===== src/rtl/alu_op_sequencer.sv =====
// alu_op_sequencer
//   Front-end/back-end sequencer for a combinational mod_alu. Operand A,
//   operand B and the opcode are collected from the switches over three
//   button presses and driven as registered values into the ALU. The ALU
//   result and flags are captured one cycle later into display registers,
//   and executed operations are counted.
//
// Ports
//   clk, rst_n      clock (rising edge), asynchronous active-low reset
//   sw              operand switches (WIDTH)
//   op_sw           opcode switches (4)
//   btn_next        advance/capture button, level
//   alu_a/alu_b     registered operands to mod_alu
//   alu_sel         registered opcode to mod_alu
//   alu_result, alu_cout, alu_negative, alu_zero   mod_alu outputs
//   result_q        captured result
//   flags_q         captured {cout, negative, zero}
//   state_q         FSM state code (LED display)
//   done            one-cycle pulse when result_q/flags_q update
//   op_err          sticky: last opcode press exceeded MAX_OP
//   op_count        executed-operation counter, wraps modulo 2^CNT_W
//
// Build option
//   BTN_SYNC_EN     when defined, btn_next goes through a 2-FF synchronizer
//                   ahead of the edge detector (press lags the pin by 3
//                   clocks instead of 1). FSM and datapath are unchanged.
module alu_op_sequencer #(
  parameter int unsigned WIDTH  = 4,
  parameter int unsigned CNT_W  = 8,
  parameter int unsigned MAX_OP = 9
) (
  input  logic             clk,
  input  logic             rst_n,
  input  logic [WIDTH-1:0] sw,
  input  logic [3:0]       op_sw,
  input  logic             btn_next,
  output logic [WIDTH-1:0] alu_a,
  output logic [WIDTH-1:0] alu_b,
  output logic [3:0]       alu_sel,
  input  logic [WIDTH-1:0] alu_result,
  input  logic             alu_cout,
  input  logic             alu_negative,
  input  logic             alu_zero,
  output logic [WIDTH-1:0] result_q,
  output logic [2:0]       flags_q,
  output logic [2:0]       state_q,
  output logic             done,
  output logic             op_err,
  output logic [CNT_W-1:0] op_count
);

  typedef enum logic [2:0] {
    S_LOAD_A  = 3'd0,
    S_LOAD_B  = 3'd1,
    S_LOAD_OP = 3'd2,
    S_EXEC    = 3'd3,
    S_SHOW    = 3'd4
  } state_e;

  localparam logic [3:0] MAX_OP_L = 4'(MAX_OP);

  state_e           st_q, st_d;
  logic [WIDTH-1:0] alu_a_q, alu_a_d;
  logic [WIDTH-1:0] alu_b_q, alu_b_d;
  logic [3:0]       alu_sel_q, alu_sel_d;
  logic [WIDTH-1:0] result_r_q, result_r_d;
  logic [2:0]       flags_r_q, flags_r_d;
  logic             done_q, done_d;
  logic             op_err_q, op_err_d;
  logic [CNT_W-1:0] op_count_q, op_count_d;
  logic             btn_prev_q, btn_prev_d;
  logic             armed_q, armed_d;
  logic             btn_lvl;
  logic             press;

`ifdef BTN_SYNC_EN
  logic [1:0] sync_q, sync_d;

  always_comb begin
    sync_d = {sync_q[0], btn_next};
  end

  always_ff @(posedge clk or negedge rst_n) begin
    if (!rst_n) sync_q <= '0;
    else        sync_q <= sync_d;
  end

  assign btn_lvl = sync_q[1];
`else
  assign btn_lvl = btn_next;
`endif

  // The edge history resets to 0, so a button held through reset release
  // would look like a rising edge. armed_q only sets once the button level
  // has been seen low, which suppresses that spurious press.
  assign press = btn_lvl & ~btn_prev_q & armed_q;

  always_comb begin
    st_d       = st_q;
    alu_a_d    = alu_a_q;
    alu_b_d    = alu_b_q;
    alu_sel_d  = alu_sel_q;
    result_r_d = result_r_q;
    flags_r_d  = flags_r_q;
    done_d     = 1'b0;
    op_err_d   = op_err_q;
    op_count_d = op_count_q;
    btn_prev_d = btn_lvl;
    armed_d    = armed_q | ~btn_lvl;

    case (st_q)
      S_LOAD_A: begin
        if (press) begin
          alu_a_d = sw;
          st_d    = S_LOAD_B;
        end
      end
      S_LOAD_B: begin
        if (press) begin
          alu_b_d = sw;
          st_d    = S_LOAD_OP;
        end
      end
      S_LOAD_OP: begin
        if (press) begin
          if (op_sw > MAX_OP_L) begin
            op_err_d = 1'b1;
          end else begin
            alu_sel_d = op_sw;
            op_err_d  = 1'b0;
            st_d      = S_EXEC;
          end
        end
      end
      S_EXEC: begin
        result_r_d = alu_result;
        flags_r_d  = {alu_cout, alu_negative, alu_zero};
        done_d     = 1'b1;
        op_count_d = op_count_q + CNT_W'(1);
        st_d       = S_SHOW;
      end
      S_SHOW: begin
        if (press) st_d = S_LOAD_A;
      end
      default: st_d = S_LOAD_A;
    endcase
  end

  always_ff @(posedge clk or negedge rst_n) begin
    if (!rst_n) begin
      st_q       <= S_LOAD_A;
      alu_a_q    <= '0;
      alu_b_q    <= '0;
      alu_sel_q  <= '0;
      result_r_q <= '0;
      flags_r_q  <= '0;
      done_q     <= 1'b0;
      op_err_q   <= 1'b0;
      op_count_q <= '0;
      btn_prev_q <= 1'b0;
      armed_q    <= 1'b0;
    end else begin
      st_q       <= st_d;
      alu_a_q    <= alu_a_d;
      alu_b_q    <= alu_b_d;
      alu_sel_q  <= alu_sel_d;
      result_r_q <= result_r_d;
      flags_r_q  <= flags_r_d;
      done_q     <= done_d;
      op_err_q   <= op_err_d;
      op_count_q <= op_count_d;
      btn_prev_q <= btn_prev_d;
      armed_q    <= armed_d;
    end
  end

  assign alu_a    = alu_a_q;
  assign alu_b    = alu_b_q;
  assign alu_sel  = alu_sel_q;
  assign result_q = result_r_q;
  assign flags_q  = flags_r_q;
  assign state_q  = st_q;
  assign done     = done_q;
  assign op_err   = op_err_q;
  assign op_count = op_count_q;

endmodule

===== config.mk =====
export PLATFORM = sky130hd
export DESIGN_NAME = alu_op_sequencer
export DESIGN_NICKNAME = d
export VERILOG_FILES = /design/src/rtl/alu_op_sequencer.sv
export SDC_FILE = /design/constraint.sdc
export NUM_CORES = 1
export LEC_CHECK = 0
export BUFFER_PORTS_ARGS = -buffer_cell sky130_fd_sc_hd__buf_4
export CAP_MARGIN = 25
export CORE_MARGIN = 2
export CORE_UTILIZATION = 35
export DETAILED_ROUTE_END_ITERATION = 8
export PLACE_DENSITY = 0.67
export SYNTH_ARGS = -nofsm -noshare
export SYNTH_HDL_FRONTEND = slang
export SYNTH_SLANG_ARGS = --single-unit

===== constraint.sdc =====
create_clock -name clk -period 1.7 [get_ports clk]
set_clock_uncertainty 0.05 [all_clocks]
set_input_delay 0.34 -clock clk [delete_from_list [all_inputs] [get_ports clk]]
set_output_delay 0.34 -clock clk [all_outputs]
set_load 0.05 [all_outputs]

==> metrics.md, run 1 <==
| Metric | Value |
|---|---|
| Logic pwr share | `0.508` |
| Max Fclk | `614 MHz` |
| Cell Rows | `22` |
| Pre-CTS setup slack | `0.0612 ns` |
| Avg Cell Area, Syn | `12.2 sq um` |
| DP Area | `1830 sq um` |
| Internal Pwr Total | `2.32 mW` |
| DP HPWL | `2.13 mm` |
| # DRC | `0` |
| Fin area | `1960 sq um` |
| Busiest grt layer | `met2` |
| Ant diodes | `0` |
| GR Layer Usage met3 | `0.0473` |
| Die Ht | `66.9 um` |
| RD Place Congestion | `0.754` |
| CTS tree | `yes` |
| Synth cell types | `28` |
| Vias in the first global route | `1,067` |
| Worst skew pair latency | `0.27 ns` |
| Max-cap viol count | `0` |
| R2R Path End | `alu_b[1]` |
| CTS root buf | `clkbuf_8` |
| FF+latch count, synth | `34` |
| RSZ-0062 raised after global routing | `no` |
| Post-DRT Antenna Nets | `0` |
| Setup TNS | `0 ns` |
| Mapped Cells | `114` |
| Slew headroom | `0.722` |
| Switching Share | `0.460` |
| Critical Path End Type | `register` |
| VDD IR max | `1.13 mV` |
| FILL cells | `351` |
| H-Tree Depth | `2` |
| Placed cell count | `212` |
| Worst hold stages | `1` |
| Critical path type | `register to register` |
| Leakage power | `1.02 nW` |
| Initial DRC Count | `15` |
| WP data arrival | `1.74 ns` |
| Initial Utilization | `0.370` |
| Worst Tran Pin Value | `0.417 ns` |
| Cell Pwr Density | `2190 nW/um^2` |
| TritonRoute pass-1 iters | `4` |
| Final hold viol count | `0` |
| Top-level port count | `50` |
| Sequential power share | `0.317` |
| CP Max Fanout | `4` |
| Setup ws final | `0.0726 ns` |
| Sink Count | `34` |
| Tmin final | `1.63 ns` |
| Worst-path clk slew | `0.07 ns` |
| Hold Crit Class | `input pin to register` |
| Commonest non-fill, non-tap cell in the layout | `buf_4` |
| Die width | `66.9 um` |
| HP Start | `btn_next` |
| Global-route wire length before repair | `4.86 mm` |
| Clock power share | `0.175` |
| Grt ovf | `0` |
| Inserted Clock Buffers | `5` |
| Pins Over Slew Limit | `0` |
| Routed vias/inst | `4.57` |
| Req. time, crit path | `1.81 ns` |
| Status | `finished clean` |
| Most frequent cells in the layout | `52 x buf_4, 32 x dfrtp_1, 30 x nand2_1` |
| Crit Reg-Reg Startpoint | `btn_prev_q` |
| Detailed-route via count | `1,009` |
| Yosys warns | `0` |
| GRT met1 Usage | `0.174` |
| Total track usage | `0.145` |
| Final std cells w/o fill | `221` |
| Mapped Area | `1390 sq um` |
| Post-CTS setup repair buffer count | `0` |
| Die area | `4480 sq um` |
| R2R Setup Slk | `0.07 ns` |
| Worst Setup Start Kind | `register` |
| Final WL | `2.85 mm` |
| Area delta synth->final | `41.2%` |
| Core area | `3740 sq um` |
| Drt wl/cell | `12.9 um` |
| Post-synthesis sequential area ratio | `0.614` |
| Initial antenna violation count | `0` |
| Met2 Use GR | `0.249` |
| Hold EP | `btn_prev_q` |
| Final setup fails | `0` |
| Nets | `191` |
| Reg2reg path depth | `3` |
| Tcrit/Tclk final | `0.957` |
| Switching pwr | `1.97 mW` |
| CTS max path bufs | `2` |
| Post-cts sizing count | `0` |
| Largest net degree at the start of global routing | `35` |
| PortBufs | `49` |
| Syn_nets | `133` |
| Fraction of layout instances using a drive strength above 1 | `0.439` |
-- metrics by stage --
step                 util  hold slack (ns)  power [mW]
floorplan               -         -0.00559        2.86
global placement    0.489            0.253        3.52
detailed placement  0.489            0.263        3.58
CTS                 0.523            0.159        4.34
global route        0.523            0.163        4.52
finish              0.523            0.168        4.29
-- what timing repair did --
action | 4_1_cts | 5_1_grt
setup endpoints to repair | 0 | 0
endpoints found under the hold margin | 34 | 0
hold buffers | 1 | 0
-- flip-flops by register name, indices dropped and copies added, names as in the netlist --
register and cells:
op_count 8, alu_a 4, alu_b 4, alu_sel 4
result_q 4, flags_q 3, state_q 3, armed_q 1
btn_prev_q 1, done 1, op_err 1
-- layer usage --
| layer | vias up | share of wire |
|---|---|---|
| met5 | - | 0 |
| met3 | 2 | 0.079 |
| met4 | 0 | 0.0021 |
| met1 | 476 | 0.42 |
| li1 | 494 | - |
| met2 | 37 | 0.50 |
-- synth_stat cells, drive strengths merged --
cell type   n  share of area
a21oi       1         0.0036
a2bb2oi     1         0.0063
and3        1         0.0045
and4bb      1         0.0090
buf         1         0.0036
clkbuf      1         0.0027
dfrtp      34           0.61
ha          1         0.0090
inv         3         0.0081
mux2       11           0.10
mux2i       1         0.0072
nand2      30          0.081
nand2b      1         0.0045
nand3       3          0.011
nand3b      2          0.020
nand4       3          0.014
nor2        3         0.0081
nor2b       1         0.0045
nor3        2         0.0072
o21ai       1         0.0036
o2bb2ai     1         0.0063
or2b        1         0.0054
or3b        1         0.0063
or4b        1         0.0099
xnor2       5          0.032
xor2        3          0.019
-- worst max-delay path: stages (launching register included) --
cell and delay (ns):
dfrtp_1 0.38, nand3b_4 0.18, or4b_4 0.58, mux2_4 0.33
-- layout make-up --
cell class / count / area, sq um / share of cell area
Timing Repair Buffer: 53 / 400 / 0.205
Tap cell: 48 / 60.1 / 0.0307
Inverter: 3 / 11.3 / 0.00575
Sequential cell: 34 / 853 / 0.436
Clock buffer: 7 / 86.3 / 0.0441
Multi-Input combinational cell: 75 / 515 / 0.263
Clock inverter: 1 / 30.0 / 0.0153
-- power groups by stage --
stage / registers [mW] / logic, mW / clock network (mW)
floorplan: 2.40 / 0.467 / 0
global placement: 1.35 / 2.16 / 0
detailed placement: 1.38 / 2.20 / 0
CTS: 1.37 / 2.21 / 0.771
global route: 1.41 / 2.30 / 0.806
finish: 1.36 / 2.18 / 0.750
-- logic make-up after synthesis --
| kind of cell | after synthesis | share of synthesized area |
|---|---|---|
| AOI/OAI and AO/OA | 4 | 0.0199 |
| DFF | 34 | 0.614 |
| buffers and inverters | 5 | 0.0144 |
| and+or+nand+nor | 50 | 0.185 |
| adders and majority gates | 1 | 0.00902 |
| xor gates and xnor gates | 8 | 0.0505 |
| muxes | 12 | 0.107 |
-- worst max path at each step --
stage	start	to	slack, ns	depth (start not counted)
4_1_cts	btn_prev_q	alu_b[1]	0.08	3
6_report	btn_prev_q	alu_b[1]	0.07	3
3_3_place_gp	btn_next	alu_b[3]	0.10	4
3_5_place_dp	btn_next	alu_b[1]	0.06	4
2_1_floorplan	state_q[1]	alu_b[0]	0.02	2
5_1_grt	btn_prev_q	alu_b[1]	0.04	3
No activity file was read; power rests on OpenSTA's default activity.
==> inputs of run 2 (changes only) <==
==> constraint.sdc (replaced) <==
create_clock -name clk -period 1.84 [get_ports clk]
set_clock_uncertainty 0.05 [all_clocks]
set_input_delay 0.368 -clock clk [delete_from_list [all_inputs] [get_ports clk]]
set_output_delay 0.368 -clock clk [all_outputs]
set_load 0.05 [all_outputs]
==> run 2 against run 1 <==
  * Setup slack gained 0.16 ns
  * Largest cell class unchanged
  * Register-to-register slack improved by 0.16 ns
  * Cell area fell by 0.83%
  * Sequential cell count is the same
  * Via count shrank 1.6%
  * Hold slack improved by 0.021 ns
  * Combinational power is 8% lower
  * Routed wire length is 3.8% lower
  * Global-route usage down 0.43 points
  * Cell count fell by 0.45%
==> metrics.md, run 2 (same netlist as run 1, synthesis figures left out) <==
| Metric | Value |
|---|---|
| CP Max Fanout | `4` |
| Nets | `190` |
| CTS root buf | `clkbuf_8` |
| Final setup fails | `0` |
| WHS | `0.190 ns` |
| Cell Pwr Density | `2000 nW/um^2` |
| Critical path type | `register to register` |
| Commonest non-fill, non-tap cell in the layout | `buf_4` |
| Final std cells w/o fill | `220` |
| Vias in the first global route | `1,061` |
| Worst Tran Pin Value | `0.417 ns` |
| Tcrit/Tclk final | `0.875` |
| Worst Setup Start Kind | `register` |
| Top-level port count | `50` |
| Post-cts sizing count | `0` |
| Core Util, Final | `0.518` |
| H-Tree Depth | `2` |
| Pre-CTS setup slack | `0.189 ns` |
| DP HPWL | `2.04 mm` |
| Final hold viol count | `0` |
| Status | `finished clean` |
| Placed cell count | `211` |
| Final WL | `2.74 mm` |
| Fin area | `1940 sq um` |
| Die Ht | `66.9 um` |
| TritonRoute pass-1 iters | `2` |
| CTS tree | `yes` |
| # DRC | `0` |
| Largest register FFs | `8` |
| CTS max path bufs | `2` |
| Setup ws final | `0.230 ns` |
| Req. time, crit path | `1.95 ns` |
| RSZ-0062 raised after global routing | `no` |
| Detailed-route via count | `993` |
| Initial DRC Count | `50` |
| Routed vias/inst | `4.51` |
| Inserted Clock Buffers | `5` |
| RD Place Congestion | `0.707` |
| Fraction of layout instances using a drive strength above 1 | `0.430` |
| PortBufs | `49` |
| DP Area | `1820 sq um` |
| Hold buffers post-CTS | `1` |
| GRT met1 Usage | `0.166` |
| Initial Utilization | `0.370` |
| Die width | `66.9 um` |
| Pins Over Slew Limit | `0` |
| Die area | `4480 sq um` |
| Critical Path End Type | `register` |
| Ant diodes | `0` |
| Post-CTS setup repair buffer count | `0` |
| Global-route wire length before repair | `4.69 mm` |
| Post-DRT Antenna Nets | `0` |
| Tmin final | `1.61 ns` |
| Max-cap viol count | `0` |
| Drt wl/cell | `12.4 um` |
| Max Fclk | `621 MHz` |
| Total track usage | `0.141` |
| Initial antenna violation count | `0` |
| Largest net degree at the start of global routing | `35` |
| Most frequent cells in the layout | `51 x buf_4, 34 x dfrtp_1, 30 x nand2_1` |
| Busiest grt layer | `met2` |
| Grt ovf | `0` |
| Sink Count | `34` |
| VDD IR max | `1.07 mV` |
| Area delta synth->final | `40.0%` |
| Core area | `3740 sq um` |
| Slew headroom | `0.722` |
| WP data arrival | `1.72 ns` |
| Worst-path clk slew | `0.06 ns` |
| Met2 Use GR | `0.235` |
| Hold Crit Class | `input pin to register` |
| Cell Rows | `22` |
| Worst skew pair latency | `0.28 ns` |
| PnR Total Power | `3.87 mW` |
| Leakage power | `1.01 nW` |
| GR Layer Usage met3 | `0.0473` |
| Setup TNS | `0 ns` |
-- run 2: cell count changes in the layout (fill, tap and decap cells not counted) --
| cell | previous run | this run |
|---|---|---|
| clkbuf_8 | 6 | 8 |
| dfrtp_1 | 32 | 34 |
| dfrtp_2 | 2 | 0 |
| buf_4 | 52 | 51 |
| bufinv_16 | 1 | 0 |
| clkbuf_1 | 1 | 0 |
-- run 2: worst max-delay path, stage by stage, from the launching register on --
cell and delay [ns]:
dfrtp_1 0.38, nand3b_4 0.17, or4b_4 0.58, mux2_4 0.32
-- run 2: power by group --
group          leakage [nW]  internal, mW  switching, mW
Combinational         0.535         0.661           1.34
Sequential            0.422          1.03          0.218
Clock                0.0575         0.377          0.247
-- run 2: final cells by class --
cell class | count | area, sq um
Multi-Input combinational cell | 75 | 515
Clock buffer | 8 | 110
Inverter | 3 | 11.3
Sequential cell | 34 | 851
Tap cell | 48 | 60.1
Timing Repair Buffer | 52 | 393
Fill cell | 359 | 1800
-- run 2: worst paths after layout --
check / to / slack (ns) / cells past startpoint / start
setup / recovery: alu_b[1] / 0.23 / 3 / btn_prev_q
hold / removal: btn_prev_q / 0.19 / 1 / btn_next
setup reg to reg: alu_b[1] / 0.23 / 3 / btn_prev_q
hold reg to reg: op_count[7] / 0.42 / 1 / op_count[7]
max in group asynchronous: armed_q / 0.92 / 2 / rst_n
min in group asynchronous: alu_a[3] / 0.52 / 2 / rst_n
-- run 2: per-layer routing --
| layer | vias to the layer above | share of wire |
|---|---|---|
| li1 | 497 | - |
| met1 | 457 | 0.44 |
| met2 | 36 | 0.47 |
| met3 | 3 | 0.075 |
| met4 | 0 | 0.0077 |
| met5 | - | 0 |
